<file path="src/rtl/hdr_pkg.sv">
// Shared constants for the HDR image generator: exposure buffer layout,
// RGB565 field positions and the camera packer state encoding.
package hdr_pkg;

    localparam int unsigned FRAME_WORDS    = 19200;
    localparam logic [24:0] BUF_STRIDE     = 25'h25800;
    localparam logic [24:0] ADDR_STEP      = 25'd8;
    localparam int unsigned NUM_BUFS       = 6;
    localparam int unsigned PIX_PER_WORD   = 16;
    localparam int unsigned BYTES_PER_WORD = 2 * PIX_PER_WORD;

    // RGB565 fields inside one 16-bit pixel
    localparam int unsigned RGB_B_LSB = 0;
    localparam int unsigned RGB_B_MSB = 4;
    localparam int unsigned RGB_G_LSB = 5;
    localparam int unsigned RGB_G_MSB = 10;
    localparam int unsigned RGB_R_LSB = 11;
    localparam int unsigned RGB_R_MSB = 15;

    typedef enum logic [2:0] {
        StSync,
        StCapture,
        StFlush,
        StDone,
        StWait
    } cap_state_e;

    function automatic logic [24:0] buf_base(input logic [2:0] idx);
        return 25'(idx) * BUF_STRIDE;
    endfunction

endpackage

</file>
<file path="src/rtl/word_fifo2.sv">
// Two-entry word FIFO between the byte packer and the RAM write port.
// A push while full is accepted only if a pop happens in the same cycle.
module word_fifo2
    import hdr_pkg::*;
#(
    parameter int unsigned Width = BYTES_PER_WORD * 8
) (
    input  logic             clk,
    input  logic             rst_n,
    input  logic             push,
    input  logic [Width-1:0] push_data,
    input  logic             pop,
    output logic [Width-1:0] head,
    output logic             full,
    output logic             empty
);

    logic [Width-1:0] mem_q [2];
    logic             wr_ptr_q;
    logic             rd_ptr_q;
    logic [1:0]       count_q;
    logic             do_push;
    logic             do_pop;

    assign full    = (count_q == 2'd2);
    assign empty   = (count_q == 2'd0);
    assign do_pop  = pop && !empty;
    assign do_push = push && (!full || do_pop);
    assign head    = mem_q[rd_ptr_q];

    always_ff @(posedge clk or negedge rst_n) begin
        if (!rst_n) begin
            for (int i = 0; i < 2; i++) begin
                mem_q[i] <= '0;
            end
            wr_ptr_q <= 1'b0;
            rd_ptr_q <= 1'b0;
            count_q  <= 2'd0;
        end else begin
            if (do_push) begin
                mem_q[wr_ptr_q] <= push_data;
                wr_ptr_q        <= ~wr_ptr_q;
            end
            if (do_pop) begin
                rd_ptr_q <= ~rd_ptr_q;
            end
            count_q <= count_q + 2'(do_push) - 2'(do_pop);
        end
    end

endmodule

</file>
<file path="src/rtl/camera_packer.sv">
// Packs RGB565 camera bytes into 256-bit words and writes them to the exposure buffers.
// Define FRAME_CHECK_EN to add the frame_err output (word count / partial word check).
module camera_packer
    import hdr_pkg::*;
#(
    parameter int unsigned FrameWords = FRAME_WORDS
) (
    input  logic         clk,
    input  logic         rst_n,
    input  logic         cam_vsync,
    input  logic         cam_href,
    input  logic [7:0]   cam_data,
    input  logic         cam_byte_valid,
    input  logic         ram_busy,
    output logic [255:0] camera_data,
    output logic         camera_wr_req,
    output logic [24:0]  wr_address,
    output logic         frame_done,
    output logic [2:0]   last_frame,
`ifdef FRAME_CHECK_EN
    output logic         frame_err,
`endif
    output logic         overflow
);

    localparam int unsigned CntW = $clog2(FrameWords + 1);

    cap_state_e      state_q, state_d;
    logic            vsync_q;
    logic [4:0]      byte_cnt_q;
    logic [255:0]    pack_q;
    logic            word_ready_q;
    logic [CntW-1:0] word_cnt_q;
    logic [24:0]     addr_q;
    logic [2:0]      last_frame_q;
    logic            overflow_q;

    logic vsync_rise, vsync_fall;
    logic in_capture, start_capture;
    logic byte_take;
    logic under_limit, push_req, push_ok, drop;
    logic issue;
    logic fifo_full, fifo_empty;
    logic [255:0] fifo_head;

    assign vsync_rise    = cam_vsync && !vsync_q;
    assign vsync_fall    = !cam_vsync && vsync_q;
    assign in_capture    = (state_q == StCapture);
    assign start_capture = ((state_q == StSync) || (state_q == StWait)) && vsync_fall;
    assign byte_take     = in_capture && cam_byte_valid && cam_href && !vsync_rise;

    assign issue       = !fifo_empty && !ram_busy;
    assign under_limit = (word_cnt_q < CntW'(FrameWords));
    // Words past the frame limit vanish silently; only a full FIFO counts as overflow.
    assign push_req    = word_ready_q && under_limit;
    assign push_ok     = push_req && (!fifo_full || issue);
    assign drop        = push_req && !push_ok;

    word_fifo2 #(
        .Width (256)
    ) u_fifo (
        .clk       (clk),
        .rst_n     (rst_n),
        .push      (push_ok),
        .push_data (pack_q),
        .pop       (issue),
        .head      (fifo_head),
        .full      (fifo_full),
        .empty     (fifo_empty)
    );

    always_comb begin
        state_d    = state_q;
        frame_done = 1'b0;
        unique case (state_q)
            StSync, StWait: begin
                if (vsync_fall) state_d = StCapture;
            end
            StCapture: begin
                if (vsync_rise) state_d = StFlush;
            end
            StFlush: begin
                if (fifo_empty && !word_ready_q) state_d = StDone;
            end
            StDone: begin
                frame_done = 1'b1;
                state_d    = StWait;
            end
            default: state_d = StSync;
        endcase
    end

    always_ff @(posedge clk or negedge rst_n) begin
        if (!rst_n) begin
            state_q      <= StSync;
            vsync_q      <= 1'b0;
            byte_cnt_q   <= 5'd0;
            pack_q       <= '0;
            word_ready_q <= 1'b0;
            word_cnt_q   <= '0;
            addr_q       <= 25'd0;
            last_frame_q <= 3'd0;
            overflow_q   <= 1'b0;
        end else begin
            state_q      <= state_d;
            vsync_q      <= cam_vsync;
            word_ready_q <= byte_take && (byte_cnt_q == 5'd31);

            if (start_capture || (in_capture && vsync_rise)) begin
                byte_cnt_q <= 5'd0;
            end else if (byte_take) begin
                byte_cnt_q <= byte_cnt_q + 5'd1;
            end

            // The completed word stays intact for the push cycle: byte 0 of the next
            // word lands only at the end of that cycle.
            if (byte_take) begin
                pack_q[{byte_cnt_q, 3'b000} +: 8] <= cam_data;
            end

            if (start_capture) begin
                word_cnt_q <= '0;
            end else if (push_ok) begin
                word_cnt_q <= word_cnt_q + 1'b1;
            end

            if (start_capture) begin
                addr_q <= buf_base(last_frame_q);
            end else if (issue) begin
                addr_q <= addr_q + ADDR_STEP;
            end

            if (state_q == StDone) begin
                last_frame_q <= (last_frame_q == 3'(NUM_BUFS - 1)) ? 3'd0 : last_frame_q + 3'd1;
            end

            if (start_capture) begin
                overflow_q <= 1'b0;
            end else if (drop) begin
                overflow_q <= 1'b1;
            end
        end
    end

`ifdef FRAME_CHECK_EN
    logic partial_q;
    logic frame_err_q;

    always_ff @(posedge clk or negedge rst_n) begin
        if (!rst_n) begin
            partial_q   <= 1'b0;
            frame_err_q <= 1'b0;
        end else begin
            if (start_capture) begin
                partial_q <= 1'b0;
            end else if (in_capture && vsync_rise && (byte_cnt_q != 5'd0)) begin
                partial_q <= 1'b1;
            end
            if (state_q == StDone) begin
                frame_err_q <= (word_cnt_q != CntW'(FrameWords)) || partial_q;
            end
        end
    end

    assign frame_err = frame_err_q;
`endif

    assign camera_data   = fifo_head;
    assign camera_wr_req = issue;
    assign wr_address    = addr_q;
    assign last_frame    = last_frame_q;
    assign overflow      = overflow_q;

endmodule
</file>
<file path="config.mk">
export PLATFORM = sky130hd
export DESIGN_NAME = camera_packer
export DESIGN_NICKNAME = d
export VERILOG_FILES = /design/src/rtl/hdr_pkg.sv /design/src/rtl/word_fifo2.sv /design/src/rtl/camera_packer.sv
export SDC_FILE = /design/constraint.sdc
export NUM_CORES = 1
export LEC_CHECK = 0
export BUFFER_PORTS_ARGS = -buffer_cell sky130_fd_sc_hd__buf_2
export CORE_ASPECT_RATIO = 1.4
export CORE_MARGIN = 5
export CORE_UTILIZATION = 50
export CTS_CLUSTER_DIAMETER = 30
export DETAILED_ROUTE_END_ITERATION = 8
export HOLD_SLACK_MARGIN = 0.08
export PLACE_DENSITY = 0.71
export RECOVER_POWER = 100
export SLEW_MARGIN = 20
export SYNTH_ARGS = -nofsm -noshare
export SYNTH_HDL_FRONTEND = slang
export SYNTH_SLANG_ARGS = --single-unit
</file>
<file path="constraint.sdc">
create_clock -name clk -period 2.55 [get_ports clk]
set_clock_uncertainty 0.1 [all_clocks]
set_input_delay 0.6375 -clock clk [delete_from_list [all_inputs] [get_ports clk]]
set_output_delay 0.6375 -clock clk [all_outputs]
set_load 0.01 [all_outputs]
</file>
=== Word-level counts from Yosys, hierarchy flattened ===
Cells that the tools add are included.
W data, S select, Z words.

* Flip-flop bits (word level): 826
* Input port bits: 14
* Output and inout bits: 287
* Word-level logic and storage cells: 99

* Add/sub/neg operators: 7
* Multipliers: 1
* Order comparisons: 4
* Eq/ne operators: 10
* Shift operators: 2
* Muxes and demuxes: 21
* Bitwise operators: 4
* Reduce and logical (&&, ||, !) cells: 36

{| class="wikitable"
|+ Operator list
! kind !! number
|-
| $mux W256 || 4
|-
| $bwmux W512 || 1
|-
| $bwmux W256 || 1
|-
| $demux W256 S1 || 1
|-
| $shift A8 B10 Y256 const A || 1
|-
| $shiftx A8 B10 Y256 || 1
|-
| $mux W25 || 2
|-
| $mux W15 || 2
|-
| $add A25 B4 Y25 const B || 1
|-
| $logic_and A1 B1 Y1 || 16
|-
| $add A15 B1 Y15 const B || 1
|-
| $lt A15 B15 Y1 const B || 1
|-
| $mux W3 || 4
|-
| $pmux W3 S4 || 1
|-
| $mul A3 B7 Y10 const B || 1
|-
| $mux W5 || 2
|-
| $neg A8 Y10 || 1
|-
| $logic_not A1 Y1 || 8
|-
| $reduce_bool A2 Y1 || 4
|-
| $eq A3 B2 Y1 const B || 2
|-
| $eq A3 B3 Y1 const B || 2
|-
| $ne A2 B2 Y1 const B || 3
|-
| $add A5 B1 Y5 const B || 1
|-
| $eq A5 B5 Y1 const B || 1
|-
| other kinds (15) || 23
|}

=== Depth between registers and ports, before layout ===
Gate-level depths: netlist of run 1.

* Depth in word-level cells: 9
* Gate-level depth with buffers: 9

=== By module ===
From an unflattened synthesis of run 1, not the netlist that was laid out.

* Cell total of the unflattened synthesis: 2512
* Area total of the unflattened synthesis: 37985.2 um^2

{| class="wikitable"
|+ Modules (own cells, without submodules)
! module !! times used !! cells each !! area each (um^2)
|-
| word_fifo2 || 1 || 1389 || 24653.6
|-
| camera_packer || 1 || 1123 || 13331.5
|}

=== Least setup slack after synthesis of run 1 ===
No wires, ideal clock.

* Path type: flip-flop to flip-flop
* Start point: register byte_cnt_q[0]
* End point: register pack_q[100]
* Setup time: 0.128 ns
* Arrival: 2.491 ns
* Slack: -0.169 ns
* Stages on the path, launching flop included: 10
* Buffers on the path: 2
* Clock period less this slack: 2.719 ns
* Cell sequence: dfrtp_1 > inv_1 > ha_1 > or4b_1 > nor4_2 > and2_1 > buf_4 > nor2b_2 > buf_6 > mux2_1

* Cells in the longest elaborated chain, start to end: 3
* Elaborated cells on any way between the ends: 4
* Those cells by class: 1 x add/sub; 2 x shift; 1 x mux

{| class="wikitable"
|+ RTL lines
! what !! RTL line !! text
|-
| start: declaration || camera_packer.sv:30 || <nowiki>logic [4:0] byte_cnt_q;</nowiki>
|-
| start signal: assignment || camera_packer.sv:112 || <nowiki>byte_cnt_q <= byte_cnt_q + 5'd1;</nowiki>
|-
| $neg A8 Y10 (*) || camera_packer.sv:118 || <nowiki>pack_q[{byte_cnt_q, 3'b000} +: 8] <= cam_data;</nowiki>
|-
| $shiftx A8 B10 Y256 or $shift A8 B10 Y256 (tied branches) || camera_packer.sv:118 ||
|-
| $bwmux W256 (*) || camera_packer.sv:118 ||
|-
| end signal: indexed assignment || camera_packer.sv:118 ||
|-
| end: declaration || camera_packer.sv:31 || <nowiki>logic [255:0] pack_q;</nowiki>
|}

Mark *: on every way between the ends. The rest lies on a longest branch, timed or not.
A chain may end at the register's enable or synchronous reset.

=== Worst setup path in the final report of run 1 ===
* Start point: register u_fifo.rd_ptr_q
* End point: output port camera_data[175]

* Cells in the longest elaborated chain, start to end: 4

{| class="wikitable"
|+ RTL lines
! what !! RTL line !! text
|-
| start: declaration || word_fifo2.sv:20 || <nowiki>logic rd_ptr_q;</nowiki>
|-
| start signal: assignment || word_fifo2.sv:45 || <nowiki>rd_ptr_q <= ~rd_ptr_q;</nowiki>
|-
| $not A1 Y2 (not written as such) || word_fifo2.sv:29 || <nowiki>assign head = mem_q[rd_ptr_q];</nowiki>
|-
| $mux W256 (not written as such) (3 in a row) || word_fifo2.sv:29 ||
|-
| end: declaration || camera_packer.sv:15 || <nowiki>output logic [255:0] camera_data,</nowiki>
|}

Every way passes these cells. The select of a mux whose other input is x is not followed.

==> flow_summary_export.csv, run 1 <==
group,metric,value,unit
outcome,status,"finished, violations left",
outcome,violations,"capacitance limit, slew limit, setup timing",
power,sw_frac_of_total,28.2,%
final_layout,multi_input_area,14700,um2
worst_setup_path,arrival,2.17,ns
place,placed_area,39200,um2
floorplanning,coreArea,70400,um2
global_routing,grt_usage,24.9,%
place,gp_congestion,0.874,
yosys,synth-edff-count,0,
worst_setup_path,critPathMostFrequentCell,"buf_12",
drt,wl,99000,um
worst_hold_path,hold_path.class,"in2reg",
worst_setup_path,path_cells,"buf_12, buf_12, clkbuf_16, mux2_4, buf_6",
place,dp_hpwl,64200,um
final_layout,final_cell_area,46300,um2
drt,drtPass1Iterations,5,
yosys,synthCells,2466,
final_layout,syn_to_final_growth,30.5,%
final_layout,layout-drive-gt1-share,55.9,%
power,p_per_area,834,nW/um2
yosys,synth.distinct_cells,64,
power,seq_power_share,35.5,%
yosys,syn_area,35500,um2
power,p_leak,23.4,nW
drt,drt-vias-per-instance,5.56,
worst_setup_path,crit_type,"reg2out",
yosys,async_flop_share,100,%
worst_setup_path,path_buf_inv,4,
run,drv_cap,1,
sta,setup_viol,662,
worst_setup_path,startpoint_type,"flip-flop",
drt,vias,22200,
worst_setup_path,critical-path-max-stage-delay,0.51,ns
sta,rsz0062_at_grt,"yes",
place,io_buffers,297,
floorplanning,io_pins,301,
power,internal_power,27.7,mW
final_layout,final_common_cell,"mux2_2",
final_layout,final_cell_mix,"869 x mux2_2, 820 x dfrtp_1, 223 x buf_6",
yosys,synthFlopType,"dfrtp_1",
yosys,yosysTopAreaCellShare,58.0,%
sta,hold_viol_final,0,
floorplanning,initial_core_util,50.4,%
global_routing,first_global_vias,24500,
clock_tree,cts_buffers,120,
global_routing,overflow,0,
worst_setup_path,path_delay_family,"buffers and inverters",
worst_setup_path,critPathCaptureType,"primary output",
final_layout,fillers,4841,
drt,drtAntennaViolNets,0,
worst_setup_path,cp.required,1.81,ns
sta,tightestPinTransition,1.71,ns
floorplanning,die_h,325,um
clock_tree,cts_max_level,3,
yosys,synth_top_area_cell,"dfrtp_1",
yosys,postSynthAreaPerCell,14.4,um2
power,combinationalPowerShare,20.3,%
global_routing,grt_antenna_before_repair,8,
drt,first_iter_violations,1125,
global_routing,grt_pass1_wl,150000,um
clock_tree,root_buffer,"clkbuf_16",
sta,finalMaxSlewViolations,23,
yosys,ys_ff_latch,823,
drt,wl_per_cell,24.8,um
worst_setup_path,path_max_fanout,7,
sta,fin_ws,-0.359,ns
clock_tree,clk_latency,0.69,ns
global_routing,grt_max_degree,112,
sta,period_share,114,%
worst_setup_path,slowest_stage,"dfrtp_4",
clock_tree,tritoncts,"yes",
yosys,yosysWarnings,0,
drt,drc_errors,0,
clock_tree,clock_sinks,823,
sta,period_needed,2.91,ns
power,power_frac_clock,44.3,%
power,vdd_drop_max,0.000611,V
sta,max_slew_margin,-14.3,%
power,switching_power,10.9,mW
sta,fmax,0.344,GHz
final_layout,regArea,20600,um2
yosys,ys_seq_area_share,58.0,%
final_layout,nets,2980,
power,p_total,38.6,mW
floorplanning,die_area,76500,um2
floorplanning,rows,115,
clock_tree,cts.clk_slew.worst_paths,0.05,ns
floorplanning,die_w,235,um
yosys,yosys-top-cells-area,"dfrtp_1 58%, mux2_2 31%, nor2_1 1.2%",
clock_tree,clk_path_buf_depth,3,
==> metal layers <==
metal | wire, um | track usage, % | part of all wire (%)
met1 | 39600 | 30.9 | 40
met2 | 51400 | 43.7 | 52
met3 | 4710 | 4.92 | 4.8
met4 | 3220 | 8.79 | 3.3
met5 | 27 | 0 | 0.027
==> final cells by class <==
cell class | instances | area share (%)
clock buffer | 148 | 7.08
antenna | 2 | 0.0108
timing repair buffer | 495 | 12.0
inverter | 12 | 0.100
multi-input combinational | 1497 | 31.7
tap | 936 | 2.53
clock inverter | 79 | 2.17
sequential | 823 | 44.5
==> worst paths after layout <==
path	start	to	slack, ns	depth (start not counted)
setup / recovery	u_fifo.rd_ptr_q	camera_data[175]	-0.36	5
setup reg to reg	u_fifo.count_q[0]	u_fifo.mem_q[167]	-0.20	6
hold / removal	ram_busy	u_fifo.rd_ptr_q	0.21	3
min in group asynchronous	rst_n	u_fifo.mem_q[408]	0.96	2
max in group asynchronous	rst_n	u_fifo.mem_q[273]	-0.06	4
hold reg to reg	u_fifo.mem_q[59]	u_fifo.mem_q[59]	0.40	1
==> worst reg2reg max path: stages, from the launching register on <==
cell      delay, ns
dfrtp_1        0.46
nand3b_1       0.29
o2111a_1       0.21
nand2_1        0.10
clkbuf_1       0.69
buf_12         0.36
mux2_2         0.42
==> timing repair <==
action | CTS | global route
endpoints found under the setup margin | 328 | 388
gates cloned | 20 | 13
pin swaps | 2 | 8
hold buffers | 2 | 0
setup buffers | 14 | 10
hold endpoints to repair | 111 | 0
gates resized for setup | 225 | 198
==> metrics by stage <==
stage	utilization [%]	hold WS [ns]	setup TNS, ns	std cells	setup WS (ns)
6_report	65.8	0.215	-110.88	3992	-0.359
5_1_grt	65.8	0.224	-273.12	3990	-0.413
4_1_cts	64.4	0.170	-84.70	3970	-0.384
3_5_place_dp	55.7	0.387	-12.71	3708	-0.234
3_3_place_gp	55.7	0.375	-11.19	3708	-0.218
2_1_floorplan	-	0.242	-0.498	2468	-0.0623
==> cells in the mapped netlist, types with 3 or more instances <==
cell type  count
nand3b_1       3
nor4_1         5
buf_4         31
o31ai_1        8
and3_1        17
o21ai_0       47
nand4_1       18
buf_2         44
a21o_1         3
and4_1         3
clkbuf_1      56
a21oi_1       15
mux2i_1        3
nand3_1       11
xnor2_1       27
nand2_1       91
ha_1          16
nor2_1       112
o2111ai_1      4
o21ai_1        6
mux2_1        10
nand2b_1       9
mux2_2       975
nor2_2         7
dfrtp_1      823
xor2_1        19
nor3_1        19
and2_1        12
inv_1         11
buf_1          4
nor2_4        13
nor2b_1        4
==> sequential cells by signal, indices dropped and copies added (netlist names), 2 cells and up <==
register / flops
byte_cnt_q: 5
state_q: 3
wr_address: 22
pack_q: 256
u_fifo.count_q: 2
u_fifo.mem_q: 512
last_frame: 3
word_cnt_q: 15
==> power groups by stage <==
stage / sequential, mW / combinational (mW) / clock (mW)
6_report: 13.7 / 7.83 / 17.1
5_1_grt: 13.7 / 8.20 / 17.9
4_1_cts: 13.7 / 7.14 / 17.3
3_5_place_dp: 13.9 / 5.13 / 0
3_3_place_gp: 13.9 / 5.06 / 0
2_1_floorplan: 13.9 / 2.95 / 0
==> kinds of logic after synthesis <==
group           share of synthesized area (%)
mux                                      31.3
flops                                    58.0
simple gates                             5.12
buf+inv                                  2.07
compound gates                           1.62
xor+xnor                                 1.18
fa+ha+maj                               0.621
other cells                            0.0106
Note: power is estimated with default switching activity, not from simulation.
==> inputs of run 2 (changes only) <==
--- a/config.mk
+++ b/config.mk
@@ -18,3 +18,4 @@
 export SYNTH_ARGS = -nofsm -noshare
 export SYNTH_HDL_FRONTEND = slang
 export SYNTH_SLANG_ARGS = --single-unit
+export TNS_END_PERCENT = 10
==> flow_summary_export.csv, run 2 (synthesized netlist as in run 1, its figures left out) <==
group,metric,value,unit
worst_setup_path,path_delay_family,"buffers and inverters",
clock_tree,cts_buffers,120,
clock_tree,root_buffer,"clkbuf_16",
drt,wl_per_cell,24.1,um
worst_setup_path,path_cells,"buf_12, buf_12, buf_16, mux2_2, buf_2",
worst_setup_path,r2r-start,"u_fifo.count_q[0]",
floorplanning,die_h,325,um
drt,wl,95700,um
place,dp_cells,3708,
drt,drtPass1Iterations,5,
sta,period_share,113,%
floorplanning,rows,115,
outcome,status,"finished, violations left",
sta,fmax,0.346,GHz
place,io_buffers,297,
final_layout,stdcell_count,3971,
sta,tightestPinTransition,1.71,ns
final_layout,fillers,5021,
worst_setup_path,startpoint_type,"flip-flop",
worst_setup_path,setup.worst_path.start,"u_fifo.rd_ptr_q",
worst_setup_path,arrival,2.15,ns
run,drv_cap,1,
final_layout,final_common_cell,"mux2_2",
power,p_total,37.5,mW
outcome,violations,"capacitance limit, slew limit, setup timing",
place,dp_hpwl,64200,um
clock_tree,cts_max_level,3,
clock_tree,clk_latency,0.69,ns
global_routing,first_global_vias,24400,
sta,max_slew_margin,-14.1,%
worst_setup_path,critPathMostFrequentCell,"buf_12",
global_routing,grt_pass1_wl,148000,um
final_layout,final_cell_mix,"943 x mux2_2, 820 x dfrtp_1, 154 x buf_6",
global_routing,grt_usage,24.5,%
global_routing,grt_max_degree,112,
final_layout,syn_to_final_growth,27.2,%
worst_setup_path,reg2reg_slack,-0.18,ns
worst_hold_path,min_to,"u_fifo.rd_ptr_q",
worst_setup_path,r2r_cells,6,
sta,hold_ws,0.214,ns
clock_tree,cts.clk_slew.worst_paths,0.05,ns
worst_setup_path,critPathCaptureType,"primary output",
drt,drtAntennaViolNets,0,
clock_tree,clk_path_buf_depth,3,
floorplanning,die_w,235,um
sta,setup_viol,657,
power,p_leak,22.9,nW
worst_setup_path,path_max_fanout,14,
worst_setup_path,cp.required,1.81,ns
worst_hold_path,hold_depth,3,
sta,rsz0062_at_grt,"yes",
place,gp_congestion,0.874,
power,p_per_area,832,nW/um2
global_routing,overflow,0,
floorplanning,io_pins,301,
floorplanning,coreArea,70400,um2
sta,period_needed,2.89,ns
drt,drc_errors,0,
place,pre_cts_ws,-0.234,ns
global_routing,grt_antenna_before_repair,7,
worst_hold_path,hold_path.class,"in2reg",
clock_tree,tritoncts,"yes",
sta,hold_viol_final,0,
worst_hold_path,worstHoldStart,"ram_busy",
final_layout,largest_reg_flops,512,
final_layout,regArea,20600,um2
final_layout,layout-drive-gt1-share,55.7,%
worst_setup_path,slowest_stage,"dfrtp_4",
drt,vias,22000,
worst_setup_path,path_buf_inv,4,
worst_setup_path,timing.rr.end,"u_fifo.mem_q[130]",
sta,finalMaxSlewViolations,23,
floorplanning,initial_core_util,50.4,%
worst_setup_path,critical-path-max-stage-delay,0.51,ns
drt,drt-vias-per-instance,5.54,
floorplanning,die_area,76500,um2
final_layout,multi_input_area,14400,um2
final_layout,top_register,"u_fifo.mem_q",
clock_tree,clock_sinks,823,
final_layout,nets,2958,
sta,fin_ws,-0.341,ns
drt,first_iter_violations,1216,
power,vdd_drop_max,0.000603,V
worst_setup_path,crit_type,"reg2out",
## run 2: metal layers
layer  GRT usage, %  wire length (um)
met1           30.2             38400
met2           42.6             49200
met3           4.94              4470
met4           9.72              3640
met5              0                27
## run 2: worst register-to-register path: stages, from the launching register on
cell	delay, ns
dfrtp_1	0.45
nand3b_1	0.28
o2111a_1	0.20
nand2_1	0.10
clkbuf_1	0.70
buf_12	0.36
mux2_2	0.42
## run 2: layout make-up
cell class	count	share of cell area, %
Sequential cell	823	45.6
Inverter	12	0.103
Multi-Input combinational cell	1497	31.9
Clock buffer	148	7.26
Timing Repair Buffer	473	10.3
Antenna cell	3	0.0166
Clock inverter	79	2.22
Tap cell	936	2.59
## run 2: power by group
group          switching, mW  total, mW  internal (mW)
Clock                   6.36       17.1           10.7
Combinational           3.78       6.79           3.01
Sequential             0.351       13.7           13.3
## run 2: through the flow
stage	instance area (um2)	setup TNS (ns)	utilization, %
floorplan	35600	-0.498	-
global placement	39200	-11.19	55.7
detailed placement	39200	-12.71	55.7
CTS	44900	-85.27	63.8
global route	45100	-275.73	64.1
finish	45100	-104.14	64.2
## run 2: worst max-delay path by stage
stage / cells after the start / slack [ns] / end
after global routing: 5 / -0.38 / camera_data[135]
final: 5 / -0.34 / camera_data[201]
after CTS: 5 / -0.38 / camera_data[17]
after detailed placement: 7 / -0.23 / pack_q[227]
after global placement: 7 / -0.22 / pack_q[227]
after floorplan: 9 / -0.06 / pack_q[100]
## run 2: what timing repair did
action / CTS / global route
endpoints found under the hold margin: 111 / 0
pin swaps: 1 / 6
endpoints found under the setup margin: 328 / 396
hold buffers: 2 / 0
resized for setup: 165 / 73
buffers inserted: 13 / 1
gates cloned: 11 / 8
